`src/rtl/lm32_stream_fifo_pkg.sv`:
```
// ============================================================================
// lm32_stream_fifo_pkg
// Shared defaults and per-cycle control decode type for lm32_stream_fifo.
// Rev 1.0 - initial release
// ============================================================================
`default_nettype none

package lm32_stream_fifo_pkg;

  localparam int unsigned DEF_ADDR_WIDTH = 4;
  localparam int unsigned DEF_DATA_WIDTH = 32;

  // Per-cycle decisions derived from registered state and the two strobes.
  typedef struct packed {
    logic full;
    logic push_ok;
    logic push_rej;
    logic pop;
    logic load;
  } fifo_ctl_t;

  // Occupancy step selected by simultaneous push/load.
  typedef enum logic [1:0] {
    CNT_HOLD = 2'd0,
    CNT_INC  = 2'd1,
    CNT_DEC  = 2'd2
  } cnt_step_e;

  function automatic cnt_step_e count_step(input logic push_ok, input logic load);
    case ({push_ok, load})
      2'b10:   count_step = CNT_INC;
      2'b01:   count_step = CNT_DEC;
      default: count_step = CNT_HOLD;
    endcase
  endfunction

endpackage

`default_nettype wire

```
`src/rtl/lm32_stream_fifo_dp_ram.sv`:
```
// ============================================================================
// lm32_stream_fifo_dp_ram
// Dual-port RAM (the lm32_dp_ram role): one write port, one registered-read port.
// Rev 1.0 - initial release
// ============================================================================
`default_nettype none

module lm32_stream_fifo_dp_ram #(
  parameter int unsigned ADDR_WIDTH = 4,
  parameter int unsigned DATA_WIDTH = 32
) (
  input  logic                  clk_i,
  input  logic                  we_i,
  input  logic [ADDR_WIDTH-1:0] waddr_i,
  input  logic [DATA_WIDTH-1:0] wdata_i,
  input  logic [ADDR_WIDTH-1:0] raddr_i,
  output logic [DATA_WIDTH-1:0] rdata_o
);

  localparam int unsigned DEPTH = 1 << ADDR_WIDTH;

  logic [DATA_WIDTH-1:0] mem_q [DEPTH];
  logic [DATA_WIDTH-1:0] rdata_q;

  // Write-first on an address collision so a word pushed into an empty FIFO
  // is already on the read port the following cycle.
  always_ff @(posedge clk_i) begin
    if (we_i) begin
      mem_q[waddr_i] <= wdata_i;
    end
    if (we_i && (waddr_i == raddr_i)) begin
      rdata_q <= wdata_i;
    end else begin
      rdata_q <= mem_q[raddr_i];
    end
  end

  assign rdata_o = rdata_q;

endmodule

`default_nettype wire

```
`src/rtl/lm32_stream_fifo.sv`:
```
// ============================================================================
// lm32_stream_fifo
// FWFT FIFO over a dual-port RAM with a registered valid/ready output stage.
// Optional build macro: CFG_FIFO_LEVEL_EN (drives level_o; otherwise tied 0).
// Rev 1.0 - initial release
// ============================================================================
`default_nettype none

module lm32_stream_fifo
  import lm32_stream_fifo_pkg::*;
#(
  parameter int unsigned ADDR_WIDTH = DEF_ADDR_WIDTH,
  parameter int unsigned DATA_WIDTH = DEF_DATA_WIDTH
) (
  input  logic                  clk_i,
  input  logic                  rst_i,
  input  logic                  push_i,
  input  logic [DATA_WIDTH-1:0] push_data_i,
  output logic                  full_o,
  output logic                  out_valid_o,
  output logic [DATA_WIDTH-1:0] out_data_o,
  input  logic                  out_ready_i,
  output logic [ADDR_WIDTH+1:0] level_o,
  output logic                  overflow_o
);

  localparam int unsigned DEPTH = 1 << ADDR_WIDTH;
  localparam logic [ADDR_WIDTH:0] C_FULL_COUNT = (ADDR_WIDTH+1)'(DEPTH);

  logic [ADDR_WIDTH-1:0] wr_ptr_q, wr_ptr_d;
  logic [ADDR_WIDTH-1:0] rd_ptr_q, rd_ptr_d;
  logic [ADDR_WIDTH:0]   ram_count_q, ram_count_d;
  logic                  out_valid_q, out_valid_d;
  logic [DATA_WIDTH-1:0] out_data_q, out_data_d;
  logic                  overflow_q, overflow_d;

  fifo_ctl_t             ctl;
  logic                  ram_we;
  logic [ADDR_WIDTH-1:0] ram_raddr;
  logic [DATA_WIDTH-1:0] ram_rdata;

  always_comb begin
    ctl          = '0;
    ctl.full     = (ram_count_q == C_FULL_COUNT);
    ctl.push_ok  = push_i & ~ctl.full;
    ctl.push_rej = push_i & ctl.full;
    ctl.pop      = out_valid_q & out_ready_i;
    ctl.load     = (ram_count_q != '0) & (~out_valid_q | ctl.pop);
  end

  always_comb begin
    wr_ptr_d    = wr_ptr_q;
    rd_ptr_d    = rd_ptr_q;
    ram_count_d = ram_count_q;
    out_valid_d = out_valid_q;
    out_data_d  = out_data_q;
    overflow_d  = overflow_q;

    if (ctl.push_ok) begin
      wr_ptr_d = wr_ptr_q + 1'b1;
    end
    if (ctl.load) begin
      rd_ptr_d = rd_ptr_q + 1'b1;
    end

    case (count_step(ctl.push_ok, ctl.load))
      CNT_INC: ram_count_d = ram_count_q + 1'b1;
      CNT_DEC: ram_count_d = ram_count_q - 1'b1;
      default: ram_count_d = ram_count_q;
    endcase

    if (ctl.load) begin
      out_data_d  = ram_rdata;
      out_valid_d = 1'b1;
    end else if (ctl.pop) begin
      out_valid_d = 1'b0;
    end

    if (ctl.push_rej) begin
      overflow_d = 1'b1;
    end
  end

  // Read address is the next rd_ptr, so the RAM output tracks the head one
  // cycle later; during reset it follows the cleared pointer instead.
  assign ram_we    = ctl.push_ok & rst_i;
  assign ram_raddr = rst_i ? rd_ptr_d : '0;

  lm32_stream_fifo_dp_ram #(
    .ADDR_WIDTH (ADDR_WIDTH),
    .DATA_WIDTH (DATA_WIDTH)
  ) u_ram (
    .clk_i   (clk_i),
    .we_i    (ram_we),
    .waddr_i (wr_ptr_q),
    .wdata_i (push_data_i),
    .raddr_i (ram_raddr),
    .rdata_o (ram_rdata)
  );

  always_ff @(posedge clk_i) begin
    if (!rst_i) begin
      wr_ptr_q    <= '0;
      rd_ptr_q    <= '0;
      ram_count_q <= '0;
      out_valid_q <= 1'b0;
      out_data_q  <= '0;
      overflow_q  <= 1'b0;
    end else begin
      wr_ptr_q    <= wr_ptr_d;
      rd_ptr_q    <= rd_ptr_d;
      ram_count_q <= ram_count_d;
      out_valid_q <= out_valid_d;
      out_data_q  <= out_data_d;
      overflow_q  <= overflow_d;
    end
  end

  assign full_o      = ctl.full;
  assign out_valid_o = out_valid_q;
  assign out_data_o  = out_data_q;
  assign overflow_o  = overflow_q;

`ifdef CFG_FIFO_LEVEL_EN
  assign level_o = {1'b0, ram_count_q} + {{(ADDR_WIDTH+1){1'b0}}, out_valid_q};
`else
  assign level_o = '0;
`endif

endmodule

`default_nettype wire

```
`config.mk`:
```
export PLATFORM = sky130hd
export DESIGN_NAME = lm32_stream_fifo
export DESIGN_NICKNAME = d
export VERILOG_FILES = /design/src/rtl/lm32_stream_fifo_pkg.sv /design/src/rtl/lm32_stream_fifo_dp_ram.sv /design/src/rtl/lm32_stream_fifo.sv
export SDC_FILE = /design/constraint.sdc
export NUM_CORES = 1
export LEC_CHECK = 0
export CORE_MARGIN = 3
export CORE_UTILIZATION = 41
export CTS_CLUSTER_SIZE = 14
export DETAILED_ROUTE_END_ITERATION = 7
export GPL_ROUTABILITY_DRIVEN = 0
export PLACE_DENSITY = 0.62
export SETUP_SLACK_MARGIN = 0.15
export SLEW_MARGIN = 20
export SYNTH_ARGS = -nofsm -noshare
export SYNTH_HDL_FRONTEND = slang
export SYNTH_HIERARCHICAL = 1
export SYNTH_SLANG_ARGS = --single-unit
```
`constraint.sdc`:
```
create_clock -name clk_i -period 5.6 [get_ports clk_i]
set_input_delay 0.56 -clock clk_i [delete_from_list [all_inputs] [get_ports clk_i]]
set_output_delay 0.56 -clock clk_i [all_outputs]
set_load 0.01 [all_outputs]
```
==> metrics.txt, run 1 <==
Sw Ratio=26.24%; Synth Area in XOR/XNOR=0.3294%; Crit path buffers/inverters=1; total net switching power=a little under 3 mW; total negative setup slack=0 ns; initial antenna violation count=0; all-layer global routing usage=17.68%; Gate power share=20.2%; Setup crit end kind=flip-flop; Final min period=3.347 ns; final worst-path cycle share=between 50% and 60%; DR DRC count=0; Cells after Synth=1055; CP delay by family, top=simple AND/OR/NAND/NOR gates; worst slew pin tran=1.164 ns; PwrDens=452.8 nW/um2; Peak VDD IR=0.0003154 V; crit path cell chain=nor4_4, nand2_1, nand2_1, nor2_1, nand3b_1, nor2_4, buf_4; Synthesis Warnings=6; Initial Util=41.96%; vias=10476; Clk Latency, worst-skew pair=0.58 ns; Synth Area in Compound Gates=3.700%; Adder-Cell Fraction of Synth Area=less than 1%; simple-gate portion of the synthesized area=3.253%; vias per cell=5.599; largest family of logic cells by synthesized area=multiplexers; fraction of registers with async set/reset=0%; Worst Skew=between 0.01 and 0.015 ns; CORE AREA=50680 um2; Die Width=roughly 230 um; drt pass-1 iters=6; vias in the first global route=10576; CP Max Fanout=20; clk buf depth=3; type of origin of the critical path=flip-flop; CTS HTree Levels=2; sequential share of power=a little under half; first-iteration detailed-routing DRC count=around 930; Synth Register Bits=563; post-route ant nets=0; Max Cap Violations=0; Slew HR=22.25%; largest net degree at the start of global routing=76; site row count=82; area share of the largest cell type after synthesis=72.29%; global-route wire length before repair=70730 um; internal power=8.333 mW; height of the chip=233.8 um; sequential cell area fraction in the yosys report=77.09%; Nets=1192; Post-synth EDFFs=512; CTS buffer count=55; Post-Syn Area per Cell=20.16 um2; largest cells by area after synthesis=edfxtp_1, mux4_2, dfxtp_1, a22oi_1, nand2_1; Pins Over Slew Limit=0; Highest Clock Rate=about 300 MHz; unrepaired setup endpoints after global routing=no; Final Power=around 11 mW; Top-Level Pins=77; synthesized area=21270 um2; worst hold path class=reg2reg; share of layout cells above drive strength 1=22.54%; static leakage=7.776 nW; worst path arrival time=3.61 ns; TritonCTS clock tree=yes; status=completed; Final Setup Violations=0; Most used DFF post-synth=edfxtp_1; Critical Path Most Common Cell=nand2_1; Clock Tree Root=clkbuf_16; Data required, critical path=approximately 5.9 ns; hold_buf cts=0; Port Buffers=70; HPWL after DPL=roughly 28000 um; slowest stage delay, CP=0.85 ns; final WL=between 40000 and 50000 um; Post-synth top cells=edfxtp_1, mux4_2, nand2_1, a22oi_1, dfxtp_1; clock share of power=34.7%; die area=54640 um2; top cell type by total area after synthesis=edfxtp_1; crit path max-delay cell type=nor2_4; count of cell types in the netlist=42; count leader, synth=edfxtp_1; Hold Vio Cnt, Final=0; critical path type=reg2reg; DR WL/cell=~25 um; clock sinks=around 560; # Post-CTS Setup Buffers=0; mux share of post-synthesis cell area=13.65%; Resize count post-CTS=0; clock-pin slew of the registers on the worst-case setup and hold paths=0.06 ns; post-synthesis to final-layout area growth=17.32%; Overflow after GRT=0
## power by group through the flow
| stage | clock network, mW | logic (mW) | registers, mW |
|---|---|---|---|
| floorplan | 0 | 1.65 | 5.02 |
| global placement | 0 | 2.29 | 5.19 |
| detailed placement | 0 | 2.32 | 5.19 |
| CTS | 4.00 | 2.32 | 5.10 |
| global route | 4.16 | 2.48 | 5.14 |
| finish | 3.92 | 2.29 | 5.09 |
## worst min-delay path, cell delays in order (launching register included)
cell and delay [ns]:
dfxtp_1 0.31, nand2_1 0.05, a21oi_1 0.05
## per-layer routing
metal | vias up | part of all wire, % | wire length (um) | GRT usage [%]
met5 | - | 0 | 0 | 0
met4 | 0 | 1.6 | 783 | 4.017
met3 | 62 | 7.4 | 3530 | 3.389
met2 | 404 | 47 | 22270 | 27.71
met1 | 5517 | 44 | 21060 | 25.98
li1 | 4493 | - | - | -
## final cells by class
class | count | area (um2)
fill | 4116 | 25730
clock inverter | 31 | 412.9
timing repair buffer | 100 | 1086
antenna | 1 | 2.502
sequential | 563 | 16400
tap | 672 | 840.8
inverter | 7 | 26.28
multi-input combinational | 425 | 4658
clock buffer | 72 | 1523
## cell families (layout without fill, tap and decap cells)
| group | count (synthesis) | in the layout |
|---|---|---|
| flops | 563 | 563 |
| fa+ha+maj | 4 | 4 |
| buf+inv | 72 | 210 |
| other cells | 1 | 7 |
| mux | 130 | 130 |
| compound gates | 116 | 116 |
| simple gates | 161 | 161 |
| xor+xnor | 8 | 8 |
## registers in the layout, indices dropped and copies added, names as in the netlist, named ones only
register     cells
out_data_o      32
out_valid_o      1
overflow_o       1
ram_count_q      5
rd_ptr_q         4
u_ram/mem_q    512
wr_ptr_q         4
## worst paths after layout
| check | startpoint | end | slack, ns | cells past startpoint |
|---|---|---|---|---|
| max | ram_count_q[1] | u_ram/mem_q[7][25] | 2.25 | 7 |
| min | out_data_o[9] | out_data_o[9] | 0.45 | 2 |
| max reg2reg | ram_count_q[1] | u_ram/mem_q[7][25] | 2.25 | 7 |
| min reg2reg | out_data_o[9] | out_data_o[9] | 0.45 | 2 |
## cell usage in the layout, fill, tap and decap left out, types with 13 or more instances in the layout
master           synthesis  layout
mux4_2                 128     128
a21oi_1                 40      40
nor2_4                   0      13
clkdlybuf4s50_1          0      70
buf_4                   18      19
dfxtp_1                 51      49
clkbuf_16                0      57
edfxtp_1               512     512
a22oi_1                 64      64
nand2_1                106     106
## metrics by stage
stage	worst slack, ns	std cells	area (um2)	hold WS (ns)	utilization (%)
4_1_cts	2.297	1867	24870	0.4566	49.06
3_3_place_gp	1.918	1758	22810	0.4471	45.01
3_5_place_dp	1.882	1764	22930	0.4478	45.25
6_report	2.253	1871	24950	0.4537	49.23
2_1_floorplan	1.253	1060	21290	0.4678	-
5_1_grt	2.101	1870	24950	0.4816	49.23
No activity file was read; power rests on OpenSTA's default activity.
==> run 2, diff against run 1 <==
clock period = 3.15 ns   (was 5.6 ns; I/O delays follow)
==> run 2 against run 1 <==
Combinational power rose by 89%. Hold slack worse by 0.061 ns. Via count down 3.6%. Wire length down 10%. Clock power grew 75%. Total power up 77%. Cell count rose by 0.69%. Critical path type unchanged. Largest power group unchanged.
==> metrics.txt, run 2 (same netlist as run 1, synthesis figures left out) <==
PwrDens=797.4 nW/um2 (+76%); Highest Clock Rate=355.6 MHz (+19%); worst path arrival time=3.31 ns (-0.30 ns); Gate power share=21.6% (+1.4 points); Port Buffers=70 (unchanged); Top reg by flops=u_ram/mem_q; Overflow after GRT=0 (unchanged); CORE AREA=50680 um2 (unchanged); type of origin of the critical path=flip-flop; Worst Skew=0.01018 ns (-0.003323 ns); unrepaired setup endpoints after global routing=no; Final Setup Violations=0 (unchanged); worst hold path class=in2reg; Initial Util=41.96% (unchanged); CTS buffer count=57 (+3.6%); # Post-CTS Setup Buffers=0 (unchanged); post-synthesis to final-layout area growth=18.08%; status=completed; Slew HR=35.36% (+13 points); internal power=14.75 mW (+77%); die area=54640 um2 (unchanged); HPWL after DPL=24470 um (-12%); Max Cap Violations=0 (unchanged); total net switching power=5.279 mW (+78%); commonest cells after routing, fill and taps aside=edfxtp_1, mux4_2, nand2_1, clkdlybuf4s50_1, a22oi_1; Final Power=20.03 mW (+77%); total negative setup slack=0 ns (unchanged); Hold Vio Cnt, Final=0 (unchanged); Nets=1205 (+1.1%); worst slew pin tran=0.9674 ns (-0.1964 ns); Clk Latency, worst-skew pair=0.60 ns (+0.02 ns); Final min period=2.812 ns (-0.5345 ns); site row count=82 (unchanged); Resize count post-CTS=0 (unchanged); Pins Over Slew Limit=0 (unchanged); Data required, critical path=3.64 ns (-2.22 ns); critical path type=reg2reg; CTS HTree Levels=2 (unchanged); initial antenna violation count=1 (+1); DR WL/cell=22.70 um (-11%); dpl ws=0.3568 ns (-1.525 ns); worst reg2reg path depth=10 (+3); clock share of power=34.2% (-0.5 points); Clock Tree Root=clkbuf_16; clk buf depth=3 (unchanged); global-route wire length before repair=66100 um (-6.5%); clock-pin slew of the registers on the worst-case setup and hold paths=0.06 ns (about the same); TritonCTS clock tree=yes; sequential share of power=44.2% (-0.9 points); Peak VDD IR=0.0004745 V (+50%); DR DRC count=0 (unchanged); hold path cells=3 (+1); Sw Ratio=26.36% (+0.12 points); height of the chip=233.8 um (unchanged); dpl cells=1778 (+0.79%); static leakage=7.824 nW (+0.62%); post-placement cell area=23190 um2 (+1.1%); worst setup margin=0.3379 ns (-1.916 ns); vias=10104 (-3.6%); Top-Level Pins=77 (unchanged); final WL=42760 um (-10%); design area=25110 um2 (+0.65%); Finished Layout Cells=1884 (+0.69%); Setup crit end kind=flip-flop; vias per cell=5.363 (-4.2%); max reg flops=512 (unchanged); Antenna Cells=0 (-1); Die Width=233.8 um (unchanged); commonest non-fill, non-tap cell in the layout=edfxtp_1; first-iteration detailed-routing DRC count=783 (-16%); drt pass-1 iters=5 (-1); clock sinks=563 (unchanged); share of layout cells above drive strength 1=23.93% (+1.4 points); all-layer global routing usage=16.05% (-1.6 points); CP Max Fanout=9 (-55%); hold_buf cts=0 (unchanged); vias in the first global route=10668 (+0.87%); largest net degree at the start of global routing=47 (-38%); final worst-path cycle share=89.27% (+30 points); post-route ant nets=0 (unchanged)
[run 2: cell types whose count changed in the layout (fill, tap and decap cells not counted), sizes merged]
cell,delta
clkinv,-1
bufinv,-2
diode,-1
clkbuf,-2
inv,+3
buf,+11
clkinvlp,+5
[run 2: final timing paths]
path	start	to	slack, ns
setup / recovery	ram_count_q[1]	ram_count_q[4]	0.34
hold / removal	rst_i	ram_count_q[3]	0.39
setup reg to reg	ram_count_q[1]	ram_count_q[4]	0.34
hold reg to reg	out_data_o[27]	out_data_o[27]	0.45
[run 2: final cells by class]
cell class / count / area, um2
inverter: 7 / 26.28
fill: 4121 / 25570
timing repair buffer: 111 / 1234
sequential: 563 / 16400
clock buffer: 70 / 1505
tap: 672 / 840.8
multi-input combinational: 425 / 4683
clock inverter: 36 / 421.7
[run 2: power groups by stage]
stage,Clock [mW],Sequential (mW),Combinational [mW]
floorplan,0,8.93,2.94
global route,7.33,8.91,4.74
finish,6.85,8.85,4.32
CTS,7.03,8.86,4.44
global placement,0,9.02,4.39
detailed placement,0,9.02,4.42
[run 2: critical path, stage by stage (launching register included)]
cell	delay [ns]
dfxtp_1	0.42
nor4_4	0.37
nand2_1	0.17
nand2_1	0.21
ha_1	0.38
xor2_1	0.21
ha_1	0.22
a32o_1	0.14
a32oi_1	0.13
a211o_1	0.32
and3_1	0.14
[run 2: metal layers]
metal,share of wire [%],track usage (%),vias to the layer above
li1,-,-,4513
met3,4.3,2.345,59
met4,2.0,4.533,0
met1,46,23.37,5325
met2,48,25.54,207
met5,0,0,-
[run 2: stage by stage]
stage | utilization, % | hold WS (ns)
final | 49.55 | 0.3925
after global routing | 49.55 | 0.3983
after CTS | 49.55 | 0.3619
after detailed placement | 45.75 | 0.4459
after global placement | 45.75 | 0.4462
after floorplan | - | 0.4139
